### config.mk
export PLATFORM = sky130hd
export DESIGN_NAME = fmdll_freq_ctrl
export DESIGN_NICKNAME = d
export VERILOG_FILES = /design/src/rtl/fmdll_freq_ctrl.sv
export SDC_FILE = /design/constraint.sdc
export NUM_CORES = 1
export LEC_CHECK = 0
export ABC_AREA = 1
export CORE_ASPECT_RATIO = 0.75
export CORE_MARGIN = 1
export CORE_UTILIZATION = 55
export CTS_CLUSTER_DIAMETER = 30
export DETAILED_ROUTE_END_ITERATION = 16
export GPL_ROUTABILITY_DRIVEN = 1
export PLACE_DENSITY = 0.79
export SLEW_MARGIN = 10
export SYNTH_ARGS = -nofsm -noshare
export SYNTH_HDL_FRONTEND = slang
export SYNTH_SLANG_ARGS = --single-unit
### constraint.sdc
create_clock -name CLK_exit -period 3.01 [get_ports CLK_exit]
set_input_delay 0.7525 -clock CLK_exit [delete_from_list [all_inputs] [get_ports CLK_exit]]
set_output_delay 0.7525 -clock CLK_exit [all_outputs]
set_load 0.02 [all_outputs]
### src/rtl/fmdll_freq_ctrl.sv
// FMDLL frequency compare and delay-code control, CLK_exit domain.
// Counts synchronized N-wrap events per M window and steps the delay code toward one wrap per window.
module fmdll_freq_ctrl #(
   parameter int CODE_W    = 6,
   parameter int CODE_INIT = 32,
   parameter int LOCK_N    = 4,
   parameter int UNLOCK_N  = 2,
   parameter int EVW       = 3
) (
   input  logic              CLK_exit,
   input  logic              rst_n,
   input  logic              en,
   input  logic [1:0]        M,
   input  logic [1:0]        M_counter,
   input  logic              n_wrap_tgl,
   output logic [CODE_W-1:0] code,
   output logic              up,
   output logic              dn,
   output logic              locked
);
   localparam int RUN_MAX = (LOCK_N > UNLOCK_N) ? LOCK_N : UNLOCK_N;
   localparam int RUN_W   = $clog2(RUN_MAX + 1);
   localparam logic [CODE_W-1:0] CODE_MAX   = '1;
   localparam logic [CODE_W-1:0] CODE_RST   = CODE_W'(CODE_INIT);
   localparam logic [EVW-1:0]    EV_MAX     = '1;
   localparam logic [RUN_W-1:0]  RUN_SAT    = '1;
   localparam logic [RUN_W-1:0]  LOCK_THR   = RUN_W'(LOCK_N);
   localparam logic [RUN_W-1:0]  UNLOCK_THR = RUN_W'(UNLOCK_N);

   typedef enum logic [1:0] {IDLE, ACQUIRE, LOCKED} state_t;

   state_t            state_q, state_d;
   logic [2:0]        tgl_sh;
   logic              n_evt, win_end;
   logic [EVW-1:0]    ev_cnt, ev_cnt_d, ev_tot;
   logic [EVW:0]      ev_sum;
   logic              win_valid, win_valid_d;
   logic [RUN_W-1:0]  hit_run, hit_d, miss_run, miss_d;
   logic [CODE_W-1:0] code_d;
   logic              up_d, dn_d, locked_d;

   // Two sync flops plus one edge-detect flop; any toggle edge is one event.
   assign n_evt   = tgl_sh[1] ^ tgl_sh[2];
   assign win_end = (M_counter == M);
   assign ev_sum  = {1'b0, ev_cnt} + (EVW+1)'(n_evt);
   assign ev_tot  = ev_sum[EVW] ? EV_MAX : ev_sum[EVW-1:0];

   always_comb begin
      state_d     = state_q;
      code_d      = code;
      up_d        = 1'b0;
      dn_d        = 1'b0;
      locked_d    = locked;
      win_valid_d = win_valid;
      hit_d       = hit_run;
      miss_d      = miss_run;
      ev_cnt_d    = win_end ? '0 : ev_tot;
      if (!en) begin
         state_d  = IDLE;
         locked_d = 1'b0;
      end else begin
         case (state_q)
            IDLE: begin
               state_d     = ACQUIRE;
               win_valid_d = 1'b0;
               hit_d       = '0;
               miss_d      = '0;
            end
            ACQUIRE, LOCKED: begin
               if (win_end) begin
                  // The window in progress at entry is partial, so it only arms the compare.
                  if (!win_valid) begin
                     win_valid_d = 1'b1;
                  end else if (ev_tot == EVW'(1)) begin
                     hit_d  = (hit_run == RUN_SAT) ? hit_run : hit_run + 1'b1;
                     miss_d = '0;
                     if (state_q == ACQUIRE && hit_d >= LOCK_THR) begin
                        state_d  = LOCKED;
                        locked_d = 1'b1;
                     end
                  end else begin
                     hit_d  = '0;
                     miss_d = (miss_run == RUN_SAT) ? miss_run : miss_run + 1'b1;
                     if (ev_tot == '0) begin
                        if (code != '0) begin
                           code_d = code - 1'b1;
                           dn_d   = 1'b1;
                        end
                     end else if (code != CODE_MAX) begin
                        code_d = code + 1'b1;
                        up_d   = 1'b1;
                     end
                     if (state_q == LOCKED && miss_d >= UNLOCK_THR) begin
                        state_d  = ACQUIRE;
                        locked_d = 1'b0;
                     end
                  end
               end
            end
            default: state_d = IDLE;
         endcase
      end
   end

   always_ff @(posedge CLK_exit or negedge rst_n) begin
      if (!rst_n) begin
         state_q   <= IDLE;
         tgl_sh    <= '0;
         ev_cnt    <= '0;
         win_valid <= 1'b0;
         hit_run   <= '0;
         miss_run  <= '0;
         code      <= CODE_RST;
         up        <= 1'b0;
         dn        <= 1'b0;
         locked    <= 1'b0;
      end else begin
         state_q   <= state_d;
         tgl_sh    <= {tgl_sh[1:0], n_wrap_tgl};
         ev_cnt    <= ev_cnt_d;
         win_valid <= win_valid_d;
         hit_run   <= hit_d;
         miss_run  <= miss_d;
         code      <= code_d;
         up        <= up_d;
         dn        <= dn_d;
         locked    <= locked_d;
      end
   end

endmodule

==> flow_metrics.tcl <==
set metrics [dict create \
    status "finished clean" \
    finClkSkew_ps 2.01 \
    rows 15 \
    dr_wl_met2_um 1470 \
    regArea_um2 602 \
    initial_core_util_pct 60.7 \
    wl_per_cell_um 13.2 \
    power.density_nw_per_um2 1030 \
    place_hpwl_um 2440 \
    relSlewSlack_pct 50.4 \
    grt_usage_pct 24.8 \
    grt_max_degree 18 \
    setup_viol_count_final 0 \
    dp_slack_ps 475 \
    area_growth_syn_to_layout_pct 18.0 \
    cts_buffers 3 \
    critPathCaptureType "flip-flop" \
    htree_levels 1 \
    wl_met1_um 1430 \
    synthCells 181 \
    avgViaCountPerCell 5.24 \
    grt_setup_unrepaired "false" \
    final_common_cell "nand2_1" \
    wl_um 3110 \
    cts-root-buf "clkbuf_4" \
    final-max-slew-violation-count 0 \
    cp_cell_sequence "xor2_1 > ha_1 > ha_1 > inv_1 > nand2_2 > nor2_8 > nand3_1 > nand2_1 > inv_1 > ha_1 > inv_1 > nand2_1 > nand2_1 > nand3_1 > nand3_1 > nand2_1" \
    dr.max_layer_used "met4" \
    io_pins 17 \
    max_stage_delay_ps 420 \
    finalCritPeriodShare_pct 83.6 \
    drt_iter0_drc 38 \
    cp_common_cell "nand2_1" \
    dr_total_vias 1237 \
    grt_pass1_vias 1136 \
    worstPathArrival_ps 2730 \
    hp-class "flip-flop to flip-flop" \
    wl_met3_um 164 \
    num_antenna_cells 0 \
    gp_congestion 0.846 \
    antenna_found_initial 0 \
    final_util_pct 71.7 \
    hold_slack_ps 386 \
    path_class "flip-flop to flip-flop" \
    finalCriticalPeriod_ps 2520 \
    die_h_um 46.6 \
    fin_ws_ps 493 \
    max_freq_mhz 397 \
    syn_area_um2 1460 \
    synth-seq-cells 24 \
    post_cts_buffers 0 \
    peakVddDrop_v 0.000415 \
    place.port_buffers 16 \
    max_cap_viol_count 0 \
    clk_latency_ps 310 \
    cts_tree "done" \
    leakagePower_nw 0.872 \
    slowest_stage "dfrtp_1" \
    cp.required_ps 3230 \
    drive_gt1_share_pct 9.90 \
    fp.dieArea_um2 2860 \
    cts_resized 0 \
    cp-start-kind "flip-flop" \
    worst_slew_pin_slew_ps 742 \
    yosys_warnings 0 \
    ys_types 32 \
    critical_path.top_delay_family "simple AND/OR/NAND/NOR gates" \
    hold_viol_final 0 \
    fill_cells 200 \
    synth-seq-area-share_pct 41.3 \
    dr.pass1.iters 4 \
    cts_hold_buffers 0 \
    grt_pass1_wl_um 4990 \
    clk_pin_slew_ps 120 \
    grt.overflow.total 0 \
    nets 220 \
    drcViolationCount 0 \
    fp.dieW_um 61.5 \
    design.core.area_um2 2400 \
    most-common-layout-cells "nand2_1, inv_1, dfrtp_1, clkdlybuf4s50_1" \
    tns_ps 0 \
    cp_max_fo 8 \
    cts_sinks 24 \
    clockBufferDepth 2 \
    cp_num_buf_inv 3 \
    multi_input_area_um2 752 \
    synthesis.nets 198 \
    ant_nets 0 \
    avgSynthCellArea_um2 8.06 \
]
-- area by class of cell --
cell class                 count  area share, %
clock buffer                   3           1.31
multi-input combinational    129           43.7
inverter                      28           6.10
tap                           34           2.47
sequential                    24           35.0
clock inverter                 1           1.74
timing repair buffer          17           9.74
-- synth_stat cells --
master     n  area [µm²]
a21oi_1    6        30.0
a21oi_4    1        16.3
a31oi_1    2        12.5
a32oi_1    1        8.76
dfrtp_1   23         576
dfstp_2    1        26.3
ha_1       9         113
inv_1     27         101
inv_2      1        3.75
nand2_1   45         169
nand2_2    6        37.5
nand2_4    1        11.3
nand3_1   14        70.1
nand3_2    1        10.0
nand4_1    1        6.26
nor2_1    14        52.6
nor2_4     1        11.3
nor2_8     1        20.0
nor3_1     1        5.00
nor3_2     2        20.0
nor3b_1    1        7.51
nor4_1     1        6.26
o21a_1     1        7.51
o21ai_0    6        30.0
o21ai_1    2        10.0
o21bai_1   1        7.51
o31a_1     1        8.76
o31ai_1    1        7.51
o41ai_1    1        8.76
or2_0      2        12.5
xnor2_1    2        17.5
xor2_1     4        35.0
-- state kept, by name (all words and copies together), names as in the netlist --
name / count
tgl_sh: 3
code: 6
ev_cnt: 3
locked: 1
state_q: 2
win_valid: 1
up: 1
miss_run: 3
hit_run: 3
dn: 1
-- final timing paths --
path                            slack (ps)  cells past startpoint                 from                endpoint
worst max-delay path                   490                     16  tgl_sh[1]$_DFF_PN0_     code[4]$_DFFE_PN0P_
worst min-delay path                   390                      0  tgl_sh[0]$_DFF_PN0_     tgl_sh[1]$_DFF_PN0_
worst max register to register         490                     16  tgl_sh[1]$_DFF_PN0_     code[4]$_DFFE_PN0P_
worst min register to register         390                      0  tgl_sh[0]$_DFF_PN0_     tgl_sh[1]$_DFF_PN0_
max in group asynchronous             1560                      2                rst_n     code[2]$_DFFE_PN0P_
min in group asynchronous              860                      1                rst_n  state_q[0]$_DFFE_PN0P_
-- power breakdown --
group          switching [mW]  internal [mW]  total (mW)
registers               0.109          0.423       0.531
logic                   0.635          0.372        1.01
clock network          0.0923          0.135       0.227
-- per-stage QoR --
| stage | total power [mW] | area (µm²) | std cells |
|---|---|---|---|
| final | 1.77 | 1720 | 236 |
| after global routing | 1.91 | 1720 | 236 |
| after CTS | 1.76 | 1720 | 236 |
| after detailed placement | 1.52 | 1670 | 232 |
| after global placement | 1.47 | 1670 | 232 |
| after floorplan | 1.26 | 1460 | 181 |
-- layer usage --
layer	GRT usage (%)	up-vias
met3	7.02	6
met1	32.9	572
met2	41.3	35
li1	-	624
met4	4.44	0
met5	0	-
-- cells by family (layout without fill, tap and decap cells) --
kind of cell,count (synthesis),in the layout,synth area share (%)
compound gates,23,23,10.1
xor+xnor,6,6,3.60
fa+ha+maj,9,9,7.72
buf+inv,28,49,7.20
flops,24,24,41.3
simple gates,91,91,30.1
Note: power is estimated with default switching activity, not from simulation.
